$ cat src/rtl/demux_stream.sv
// demux_stream: routes a valid/ready input stream to one of NCH output channels.
// It can also broadcast a beat to every channel.
// Each channel has a one-entry output register that can drain and reload on the same edge.
// A unicast beat addressed beyond the last channel is accepted and dropped.
// The drop raises a one-cycle err pulse and bumps a saturating counter.
module demux_stream #(
    parameter int WIDTH = 8,
    parameter int NCH   = 4,
    parameter int SELW  = 2
) (
    input  logic                 clk,
    input  logic                 rst_n,
    input  logic                 in_valid,
    output logic                 in_ready,
    input  logic [WIDTH-1:0]     in_data,
    input  logic [SELW-1:0]      in_sel,
    input  logic                 bcast,
    output logic [NCH-1:0]       out_valid,
    input  logic [NCH-1:0]       out_ready,
    output logic [NCH*WIDTH-1:0] out_data,
    output logic                 err,
    output logic [7:0]           drop_cnt
);

    // Every encoding of in_sel gets an entry in free_ext.
    // Selecting the channel's free flag is then a plain index.
    localparam int NSEL = 1 << SELW;
    localparam logic [SELW:0] NCH_L = (SELW + 1)'(NCH);

    logic [NCH-1:0]  slot_free;
    logic [NSEL-1:0] free_ext;
    logic            in_range;
    logic            accept;
    logic            drop;
    logic            err_q;
    logic [7:0]      drop_cnt_q;
    logic [7:0]      drop_cnt_d;

    genvar gi;

    // Encodings past the last channel always read as free.
    // An out-of-range beat is therefore always accepted, and then discarded.
    for (gi = 0; gi < NSEL; gi++) begin : g_free
        if (gi < NCH) begin : g_real
            assign free_ext[gi] = slot_free[gi];
        end else begin : g_oob
            assign free_ext[gi] = 1'b1;
        end
    end

    // in_ready never looks at in_valid.
    // A broadcast needs every slot free, so there is never a partial delivery.
    assign in_ready = bcast ? (&slot_free) : free_ext[in_sel];
    assign in_range = ({1'b0, in_sel} < NCH_L);
    assign accept   = in_valid & in_ready;
    assign drop     = accept & ~bcast & ~in_range;

    // Per-channel output slot.
    // A load takes priority over a drain, so a slot that drains and loads on one edge keeps valid high.
    for (gi = 0; gi < NCH; gi++) begin : g_ch
        logic             valid_q;
        logic             valid_d;
        logic             load;
        logic [WIDTH-1:0] data_q;
        logic [WIDTH-1:0] data_d;

        assign slot_free[gi] = ~valid_q | out_ready[gi];
        assign load          = accept & (bcast | (in_sel == SELW'(gi)));
        assign valid_d       = load | (valid_q & ~out_ready[gi]);
        assign data_d        = load ? in_data : data_q;

        // Slot register; the data is kept after a drain until the next load.
        always_ff @(posedge clk or negedge rst_n) begin
            if (!rst_n) begin
                valid_q <= 1'b0;
                data_q  <= '0;
            end else begin
                valid_q <= valid_d;
                data_q  <= data_d;
            end
        end

        assign out_valid[gi]               = valid_q;
        assign out_data[gi*WIDTH +: WIDTH] = data_q;
    end

    // The drop counter stops at its ceiling instead of wrapping.
    always_comb begin
        drop_cnt_d = drop_cnt_q;
        if (drop && (drop_cnt_q != 8'hFF)) begin
            drop_cnt_d = drop_cnt_q + 8'd1;
        end
    end

    // err pulses for exactly the cycle after a drop; the counter is registered alongside it.
    always_ff @(posedge clk or negedge rst_n) begin
        if (!rst_n) begin
            err_q      <= 1'b0;
            drop_cnt_q <= 8'd0;
        end else begin
            err_q      <= drop;
            drop_cnt_q <= drop_cnt_d;
        end
    end

    assign err      = err_q;
    assign drop_cnt = drop_cnt_q;

endmodule

$ cat config.mk
export PLATFORM = sky130hd
export DESIGN_NAME = demux_stream
export DESIGN_NICKNAME = d
export VERILOG_FILES = /design/src/rtl/demux_stream.sv
export SDC_FILE = /design/constraint.sdc
export NUM_CORES = 1
export LEC_CHECK = 0
export ABC_AREA = 1
export CORE_MARGIN = 8
export CORE_UTILIZATION = 48
export CTS_CLUSTER_SIZE = 24
export DETAILED_ROUTE_END_ITERATION = 8
export PLACE_DENSITY = 0.95
export SLEW_MARGIN = 20
export SYNTH_ARGS = -nofsm -noshare
export SYNTH_HDL_FRONTEND = slang
export SYNTH_SLANG_ARGS = --single-unit
$ cat constraint.sdc
create_clock -name clk -period 2.6 [get_ports clk]
set_input_delay 0.26 -clock clk [delete_from_list [all_inputs] [get_ports clk]]
set_output_delay 0.26 -clock clk [all_outputs]
set_load 0.05 [all_outputs]
-- After elaboration in Yosys (flattened, before gate mapping)
Cells that the tools add are included.
- register bits after elaboration: 36
- input bits: 18
- output and inout port bits: 46
- word-level logic and storage cells: 46
- order comparisons: 1
- equal/unequal tests: 3
- multiplexer cells: 3
- bitwise gates (word level): 29
- reductions and logical operators: 2
- operators by type and width (kind ; number):
    $or A1 B1 Y1 ; 12
    $and A1 B1 Y1 ; 9
    $not A1 Y1 ; 8
    $eq A2 B2 Y1 const B ; 2
    $reduce_and A4 Y1 ; 1
    $lt A2 B3 Y1 const B ; 1
    $bmux W1 S2 ; 1
    $eq A2 B1 Y1 const B ; 1
    $logic_not A2 Y1 ; 1
    $mux W1 ; 2

-- Depth between registers and ports, before layout
Gate-level depths: netlist (run 1).
- word-level depth: 8
- depth in mapped cells: 9
- depth with buffers taken out: 9

-- Least setup slack after synthesis (run 1)
OpenSTA, ideal clock, no wires.
- kind: input to output
- start: input in_sel[0]
- end: output in_ready
- data arrival time: 1.088 ns
- data required time: 2.340 ns
- path slack: 1.252 ns
- stages on the path: 6
- buffers on the path: 2
- cells stage by stage: buf_4 -> o21ai_4 -> nand2_2 -> nand2_4 -> nor2_8 -> buf_6
- cells in the longest elaborated chain, start to end: 3
- ends and longest elaborated chain (what ; line ; RTL):
    start, declared ; 16 ; input logic [SELW-1:0] in_sel,
    $bmux W1 S2 ; 53 ; assign in_ready = bcast ? (&slot_free) : free_ext[in_sel];
    $mux W1 (implied by the code) ; 53 ;
    $mux W1 ; 53 ;
    end, declared ; 14 ; output logic in_ready,
No other way between the ends. The select of a mux whose other input is x is not followed.

-- Worst setup path in the final report (run 1)
Same ends and word-level chain as after synthesis.

==> out/summary.txt, run 1 <==
Area growth from synthesis to layout - 32.6%
Placed insts - 286
CP Launch Type - primary input
Post-layout net count - 263
Routability Congestion - 0.839
Core Area - 3630 µm²
Total GRT Usage - 0.163
Final Util - 0.655
Number of vias per cell - 5.23
Top-count cell post-synth - nand2_1
Distinct cells, synth - 20
Max Clk Rate - 473 MHz
Vias - 1533
Clk_lat worst skew - 0.28 ns
Leakage power - 1.16 nW
Mapped Cells - 194
Largest cells by area after synthesis - dfrtp_1 (50%), nand2_1 (15%), nand4_1 (11%)
Synth Register Bits - 36
Max-cap violations - 0
Post-route DRC - 0
Num rows - 22
Yosys top cell area share - 0.502
1st-iter DRT viols - 136
Status - complete, no violations
Maximum root-to-sink buffer count - 2
Syn avg cell area - 9.26 µm²
Tot Pwr - 2.44 mW
Total global routing overflow - 0
Initial Utilization - 0.494
Largest net degree at the start of global routing - 37
# IOs - 64
Setup_tns - 0 ns
Dominant cell type by area after synthesis - dfrtp_1
Final WS setup - 0.488 ns
Top_reg_cell synth - dfrtp_1
Post-route ant nets - 0
First-pass GRT wire length - 7740 µm
Min-Delay Path Class - primary input to asynchronous set/reset pin
CTS H-tree lvls - 2
RSZ-0062 raised after global routing - false
Die H - 77.2 µm
ANT cells - 0
Antenna violations before repair - 0
Vias in the first global route - 1534
Post-CTS Resized - 0
Setup bufs post-CTS - 0
R2R depth - 7
Total clock sinks - 36
Aggregate routed wire length - 4690 µm
Routed wire length per instance - 16.0 µm
IO Port Bufs - 54
Hold Buf Count CTS - 0
Final Hold Viols - 0
Die Area - 5950 µm²
Final setup fails - 0
VDD IR-drop max - 0.600 mV
Post-place setup slack - 0.513 ns
Final HPWL DP - 3520 µm
Least-Margin Pin Slew - 0.539 ns
CTS buffer count - 5
Die Width - 77.2 µm
CTS root buffer - clkbuf_8
Max Clock Skew - 0.00159 ns
1st-pass router iterations - 4
Cell Pwr Density - 1030 nW/µm²
Final period util - 0.812
Crit path kind - primary input to output port
RR Startpoint - g_ch[3].valid_q
CP arrival - 1.85 ns
Critical path capture point type - output port
YS warnings - 0
CTS tree - yes
Synth Cell Area - 1800 µm²
Critical Path Fanout Max - 33
Final Max Tran Viols - 0
CP Data Required Time - 2.34 ns
Ys async rst share - 1.00
Seq/Total Area, Yosys - 0.502
CP startpoint - in_sel[0]
Ratio of cells with drive above 1 in the final layout - 0.106
Clock transition at path regs - 0.06 ns
Final cell count without fillers - 293
Slew Limit Headroom - 0.639
Number of synthesized flops with an enable pin - 0
Final Critical Period - 2.11 ns
Commonest cells post-synth - nand2_1 (74), dfrtp_1 (36), nand4_1 (33), buf_4 (14), inv_1 (6)
## layer usage
layer	global-route usage	vias to the layer above	wire [µm]
met5	0	-	0
met1	0.206	722	1950
met4	0.0849	0	85
li1	-	730	-
met2	0.242	72	2240
met3	0.0536	9	413
## worst max-delay path, stage by stage
cell and delay (ns):
clkdlybuf4s50_1 0.65, nor2_1 0.09, nand2_1 0.09, nand3_1 0.17, nor2_8 0.38, buf_12 0.19
## layout by cell type (no fill, tap or decap)
master,n
nor2_1,4
clkdlybuf4s50_1,53
o21ai_2,1
o21ai_1,2
dfrtp_1,36
clkbuf_8,5
clkinv_2,1
nand4_1,33
nand2_2,2
o21ai_4,1
conb_1,9
buf_4,3
nand2_4,3
nand3_1,1
nand4_4,4
inv_2,3
nor2_8,1
inv_1,6
nand2_1,74
nor2_4,1
buf_12,1
clkbuf_1,1
## report_power, final
part	switching, mW	internal [mW]
sequential	0.0956	0.714
clock	0.183	0.182
combinational	0.884	0.385
total	1.16	1.28
## flip-flops by register name, summed over array words and instances (netlist names)
name and count:
g_ch.valid_q 4, g_ch.data_q 32
## logic make-up (layout without fill, tap and decap cells)
logic type      count (synthesis)  count (layout)  synth area share
other cells                     1               9           0.00209
flops                          36              36             0.502
simple gates                  123             123             0.371
buf+inv                        30              73             0.105
compound gates                  4               4            0.0195
## per-stage QoR
step / area, µm² / hold slack, ns
after global placement: 2300 / 0.453
after detailed placement: 2300 / 0.461
after floorplan: 1830 / -0.0356
after global routing: 2380 / 0.429
final: 2380 / 0.397
after CTS: 2380 / 0.408
## cell type report
cell class	instances	area, µm²
inverter	9	33.8
clock buffer	6	72.6
sequential	36	901
fill	296	1250
timing repair buffer	57	573
tap	48	60.1
clock inverter	1	5.00
multi-input combinational	136	736
## final timing paths
kind / endpoint / slack (ns)
worst max-delay path: in_ready / 0.49
worst min-delay path: g_ch[3].data_q[3] / 0.40
worst max register to register: g_ch[3].data_q[2] / 1.09
worst min register to register: g_ch[1].data_q[0] / 0.48
max in group asynchronous: g_ch[0].data_q[5] / 1.89
min in group clk: g_ch[1].data_q[0] / 0.48
No activity file was read; power rests on OpenSTA's default activity.
==> inputs of run 2 (changes only) <==
- CORE_UTILIZATION: 48 -> 44
- PLACE_DENSITY: 0.95 -> 0.9
- clock period: 2.6 -> 2.21 ns (I/O delays scaled with it)
==> run 2 against run 1 <==
  * Total power rose by 21%
  * Sequential share of layout area decreased by 0.68 points
  * Via count fell by 2.3%
  * Clock skew increased by 0.0045 ns
==> out/summary.txt, run 2 (synthesized netlist as in run 1, its figures left out) <==
Status - complete, no violations (unchanged)
Cell Pwr Density - 1220 nW/µm² (was 1030 nW/µm²)
CP Data Required Time - 1.99 ns (was 2.34 ns)
Initial Utilization - 0.452 (was 0.494)
Largest net degree at the start of global routing - 37 (unchanged)
Max FFs per register - 32 (unchanged)
Ratio of cells with drive above 1 in the final layout - 0.121 (was 0.106)
Die Width - 79.9 µm (was 77.2 µm)
Final setup fails - 0 (unchanged)
Routability Congestion - 0.767 (was 0.839)
Critical path capture point type - output port (unchanged)
Setup bufs post-CTS - 0 (unchanged)
IO Port Bufs - 54 (unchanged)
Multi-input logic area - 736 µm² (unchanged)
Biggest regs - g_ch.data_q x32, g_ch.valid_q x4 (unchanged)
Setup_tns - 0 ns (unchanged)
Storage element area - 901 µm² (unchanged)
Min-Delay Path Class - primary input to asynchronous set/reset pin (unchanged)
Leakage power - 1.18 nW (was 1.16 nW)
Least-Margin Pin Slew - 0.531 ns (was 0.539 ns)
Critical Path Fanout Max - 20 (was 33)
CTS root buffer - clkbuf_8 (unchanged)
Aggregate routed wire length - 4530 µm (was 4690 µm)
Number of vias per cell - 5.02 (was 5.23)
Most frequent cells in the layout - nand2_1 (74), clkdlybuf4s50_1 (53), dfrtp_1 (36), nand4_1 (33), conb_1 (9) (unchanged)
CP dominant cell by count - nand2_4
Routed wire length per instance - 15.2 µm (was 16.0 µm)
Crit path kind - primary input to output port (unchanged)
Core Area - 3970 µm² (was 3630 µm²)
CP max stage delay - 0.58 ns (was 0.65 ns)
Total GRT Usage - 0.150 (was 0.163)
1st-pass router iterations - 4 (unchanged)
WHS - 0.348 ns (was 0.397 ns)
Biggest register - g_ch.data_q (unchanged)
Max-cap violations - 0 (unchanged)
Final Critical Period - 1.91 ns
Num rows - 23 (was 22)
Final Max Tran Viols - 0 (unchanged)
Final cell count without fillers - 298 (was 293)
Final period util - 0.866
1st-iter DRT viols - 115 (was 136)
CTS buffer count - 5 (unchanged)
Maximum root-to-sink buffer count - 2 (unchanged)
Die Area - 6380 µm² (was 5950 µm²)
Final HPWL DP - 3530 µm (was 3520 µm)
Area growth from synthesis to layout - 35.1% (was 32.6%)
Number of fill cells - 333 (was 296)
Final Util - 0.611 (was 0.655)
Post-route ant nets - 0 (unchanged)
Critical Path Slowest Stage Cell - clkdlybuf4s50_1 (unchanged)
Commonest non-fill, non-tap cell in the layout - nand2_1 (unchanged)
Vias in the first global route - 1488 (was 1534)
Post-layout net count - 266 (was 263)
RSZ-0062 raised after global routing - false (unchanged)
ANT cells - 0 (unchanged)
Placed insts - 291 (was 286)
Vias - 1497 (was 1533)
Slew Limit Headroom - 0.645 (was 0.639)
Max Clk Rate - 523 MHz
CTS tree - yes (unchanged)
Clock transition at path regs - 0.06 ns (about the same)
Die H - 79.9 µm (was 77.2 µm)
CTS H-tree lvls - 2 (unchanged)
Total global routing overflow - 0 (unchanged)
Antenna violations before repair - 0 (unchanged)
Critical Path, Cell by Cell - clkdlybuf4s50_1 -> inv_2 -> nand2_2 -> nand2_4 -> nand2_4 -> nand2_4 -> nor2_8 -> buf_12 (was clkdlybuf4s50_1 -> nor2_1 -> nand2_1 -> nand3_1 -> nor2_8 -> buf_12)
Post-CTS Resized - 0 (unchanged)
Max Clock Skew - 0.00606 ns (was 0.00159 ns)
# IOs - 64 (unchanged)
Post-route DRC - 0 (unchanged)
Total clock sinks - 36 (unchanged)
Hold Buf Count CTS - 0 (unchanged)
First-pass GRT wire length - 7480 µm (was 7740 µm)
Final Hold Viols - 0 (unchanged)
CP Launch Type - primary input (unchanged)
CP arrival - 1.69 ns (was 1.85 ns)
Clk_lat worst skew - 0.29 ns (was 0.28 ns)
VDD IR-drop max - 0.677 mV (was 0.600 mV)
run 2: routing by layer:
layer | GRT usage | wire length [µm] | vias to the layer above | part of all wire
li1 | - | - | 734 | -
met1 | 0.172 | 1810 | 708 | 0.40
met2 | 0.250 | 2240 | 50 | 0.50
met3 | 0.0631 | 433 | 5 | 0.096
met4 | 0.0400 | 41 | 0 | 0.0091
met5 | 0 | 0 | - | 0
run 2: area by class of cell:
class / count / share of cell area
inverter: 9 / 0.0139
sequential: 36 / 0.372
timing repair buffer: 60 / 0.246
multi-input combinational: 136 / 0.303
tap: 50 / 0.0258
clock buffer: 7 / 0.0397
run 2: where the power goes:
part / switching [mW] / internal, mW / leakage, nW
Sequential: 0.108 / 0.840 / 0.447
Clock: 0.219 / 0.277 / 0.0503
Combinational: 1.04 / 0.465 / 0.684
run 2: metrics by stage:
step | setup slack, ns | total power, mW | instance area (µm²)
floorplan | 0.912 | 1.98 | 1830
detailed placement | 0.236 | 2.47 | 2330
global placement | 0.310 | 2.45 | 2330
CTS | 0.298 | 2.97 | 2420
finish | 0.296 | 2.95 | 2420
global route | 0.184 | 3.10 | 2420
run 2: path summary, 6_finish.rpt:
check,endpoint,slack [ns],depth (start not counted),start
hold / removal,g_ch[3].valid_q,0.35,2,rst_n
setup / recovery,in_ready,0.30,8,in_sel[1]
min in group clk,g_ch[1].data_q[7],0.47,2,g_ch[1].data_q[7]
hold reg to reg,g_ch[1].data_q[7],0.47,2,g_ch[1].data_q[7]
max in group asynchronous,g_ch[2].data_q[5],1.55,2,rst_n
setup reg to reg,g_ch[0].data_q[6],0.69,8,g_ch[3].valid_q
run 2: critical path: cells and delay by family:
family	cells	cell delay (ns)
simple gates	5	0.61
buf+inv	3	0.85
==> inputs of run 3 (changes only) <==
- CORE_MARGIN: 8 -> 3
- CTS_CLUSTER_SIZE: 24 -> 30
==> run 3 against run 2 <==
  * Final cell count is 0.67% lower
  * Hold slack better by 0.0016 ns
  * Sequential cell count stayed put
  * Via count is 1.2% higher
  * Wire length is 3.6% lower
  * First-iteration DRC count is 41% lower
  * Utilization is 2.8 points higher
  * Design area stayed put
  * Count of clock-buffer cells in the layout stayed put
  * Critical endpoint unchanged
  * Non-clock buffer count is 1 lower
  * Total power is 0.31% lower
==> out/summary.txt, run 3 (synthesized netlist as in run 1, its figures left out) <==
Most frequent cells in the layout - nand2_1 (74), clkdlybuf4s50_1 (53), dfrtp_1 (36), nand4_1 (33), conb_1 (9) (unchanged)
Status - complete, no violations (unchanged)
Total clock sinks - 36 (unchanged)
Storage element area - 901 µm² (unchanged)
Biggest regs - g_ch.data_q x32, g_ch.valid_q x4 (unchanged)
Critical path capture point type - output port (unchanged)
Hold Buf Count CTS - 0 (unchanged)
Clock transition at path regs - 0.07 ns (was 0.06 ns)
Num rows - 22 (was 23)
CTS root buffer - clkbuf_8 (unchanged)
CP Launch Type - primary input (unchanged)
Ratio of cells with drive above 1 in the final layout - 0.117 (was 0.121)
1st-pass router iterations - 4 (unchanged)
Biggest register - g_ch.data_q (unchanged)
Final period util - 0.824 (was 0.866)
IO Port Bufs - 54 (unchanged)
1st-iter DRT viols - 68 (was 115)
Initial Utilization - 0.473 (was 0.452)
Final Critical Period - 1.82 ns (was 1.91 ns)
WHS - 0.350 ns (was 0.348 ns)
CTS buffer count - 5 (unchanged)
Post-layout net count - 265 (was 266)
Die H - 69.9 µm (was 79.9 µm)
Number of vias per cell - 5.12 (was 5.02)
RR Startpoint - g_ch[2].valid_q (was g_ch[3].valid_q)
CTS H-tree lvls - 2 (unchanged)
Max Clock Skew - 0.0117 ns (was 0.00606 ns)
Max FFs per register - 32 (unchanged)
Tot Pwr - 2.94 mW (was 2.95 mW)
Antenna violations before repair - 0 (unchanged)
Critical Path Fanout Max - 10 (was 20)
Max Clk Rate - 549 MHz (was 523 MHz)
ANT cells - 0 (unchanged)
CP arrival - 1.60 ns (was 1.69 ns)
Clk_lat worst skew - 0.29 ns (about the same)
Post-CTS Resized - 0 (unchanged)
Total GRT Usage - 0.186 (was 0.150)
Maximum root-to-sink buffer count - 2 (unchanged)
First-pass GRT wire length - 7140 µm (was 7480 µm)
Post-route DRC - 0 (unchanged)
Core Area - 3800 µm² (was 3970 µm²)
Area growth from synthesis to layout - 35.1% (unchanged)
Vias - 1515 (was 1497)
Routed wire length per instance - 14.7 µm (was 15.2 µm)
Total global routing overflow - 0 (unchanged)
Slew Limit Headroom - 0.659 (was 0.645)
Commonest non-fill, non-tap cell in the layout - nand2_1 (unchanged)
Final Hold Viols - 0 (unchanged)
Least-Margin Pin Slew - 0.510 ns (was 0.531 ns)
CP Data Required Time - 1.99 ns (about the same)
Setup bufs post-CTS - 0 (unchanged)
VDD IR-drop max - 0.634 mV (was 0.677 mV)
# IOs - 64 (unchanged)
Crit path kind - primary input to output port (unchanged)
RSZ-0062 raised after global routing - false (unchanged)
CP startpoint - in_sel[0] (was in_sel[1])
Final HPWL DP - 3180 µm (was 3530 µm)
Die Width - 69.9 µm (was 79.9 µm)
Setup_tns - 0 ns (unchanged)
Post-route ant nets - 0 (unchanged)
Die Area - 4880 µm² (was 6380 µm²)
Vias in the first global route - 1461 (was 1488)
Min-Delay Path Class - primary input to asynchronous set/reset pin (unchanged)
Aggregate routed wire length - 4360 µm (was 4530 µm)
Final setup fails - 0 (unchanged)
Routability Congestion - 0.838 (was 0.767)
Multi-input logic area - 736 µm² (unchanged)
Leakage power - 1.18 nW (about the same)
CTS tree - yes (unchanged)
Largest net degree at the start of global routing - 37 (unchanged)
Max-cap violations - 0 (unchanged)
Number of fill cells - 324 (was 333)
Final Max Tran Viols - 0 (unchanged)
Cell Pwr Density - 1210 nW/µm² (was 1220 nW/µm²)
## run 3: cell count changes in the layout (fill, tap and decap cells not counted), sizes merged
cell	change
buf	-1
clkinvlp	+1
## run 3: final timing paths
check,to,slack (ns),cells past startpoint
min reg2reg,g_ch[0].data_q[3],0.47,2
min in group clk,g_ch[0].data_q[3],0.47,2
max reg2reg,g_ch[0].data_q[0],0.76,8
max,in_ready,0.39,6
max in group asynchronous,g_ch[0].data_q[0],1.53,2
min,g_ch[1].valid_q,0.35,2
## run 3: layout make-up
type                    count  share of cell area
repair buffers             59               0.248
multi-input cells         136               0.303
clock inverters             1             0.00310
flip-flops and latches     36               0.372
well taps                  48              0.0248
inverters                   9              0.0139
clock buffers               7              0.0356
## run 3: where the power goes
group          internal (mW)  switching, mW
combinational          0.470           1.03
sequential             0.840          0.108
clock                  0.253          0.236
total                   1.56           1.38
## run 3: metal layers
| metal | track usage | wire, µm | up-vias |
|---|---|---|---|
| met5 | 0 | 0 | - |
| met1 | 0.250 | 1910 | 716 |
| met4 | 0.0660 | 62 | 0 |
| li1 | - | - | 732 |
| met2 | 0.279 | 2050 | 61 |
| met3 | 0.0662 | 341 | 6 |
## run 3: stage by stage
stage / util / std cells / cell area, µm² / setup WS [ns]
after global placement: 0.614 / 288 / 2330 / 0.362
after detailed placement: 0.614 / 288 / 2330 / 0.308
final: 0.638 / 296 / 2420 / 0.388
after global routing: 0.638 / 296 / 2420 / 0.316
after CTS: 0.638 / 296 / 2420 / 0.391
after floorplan: - / 202 / 1830 / 0.912
## run 3: critical path, cell delays in order
cell             delay, ns
clkdlybuf4s50_1       0.56
o21ai_4               0.39
nand2_2               0.11
nand2_4               0.11
nor2_8                0.06
buf_12                0.15
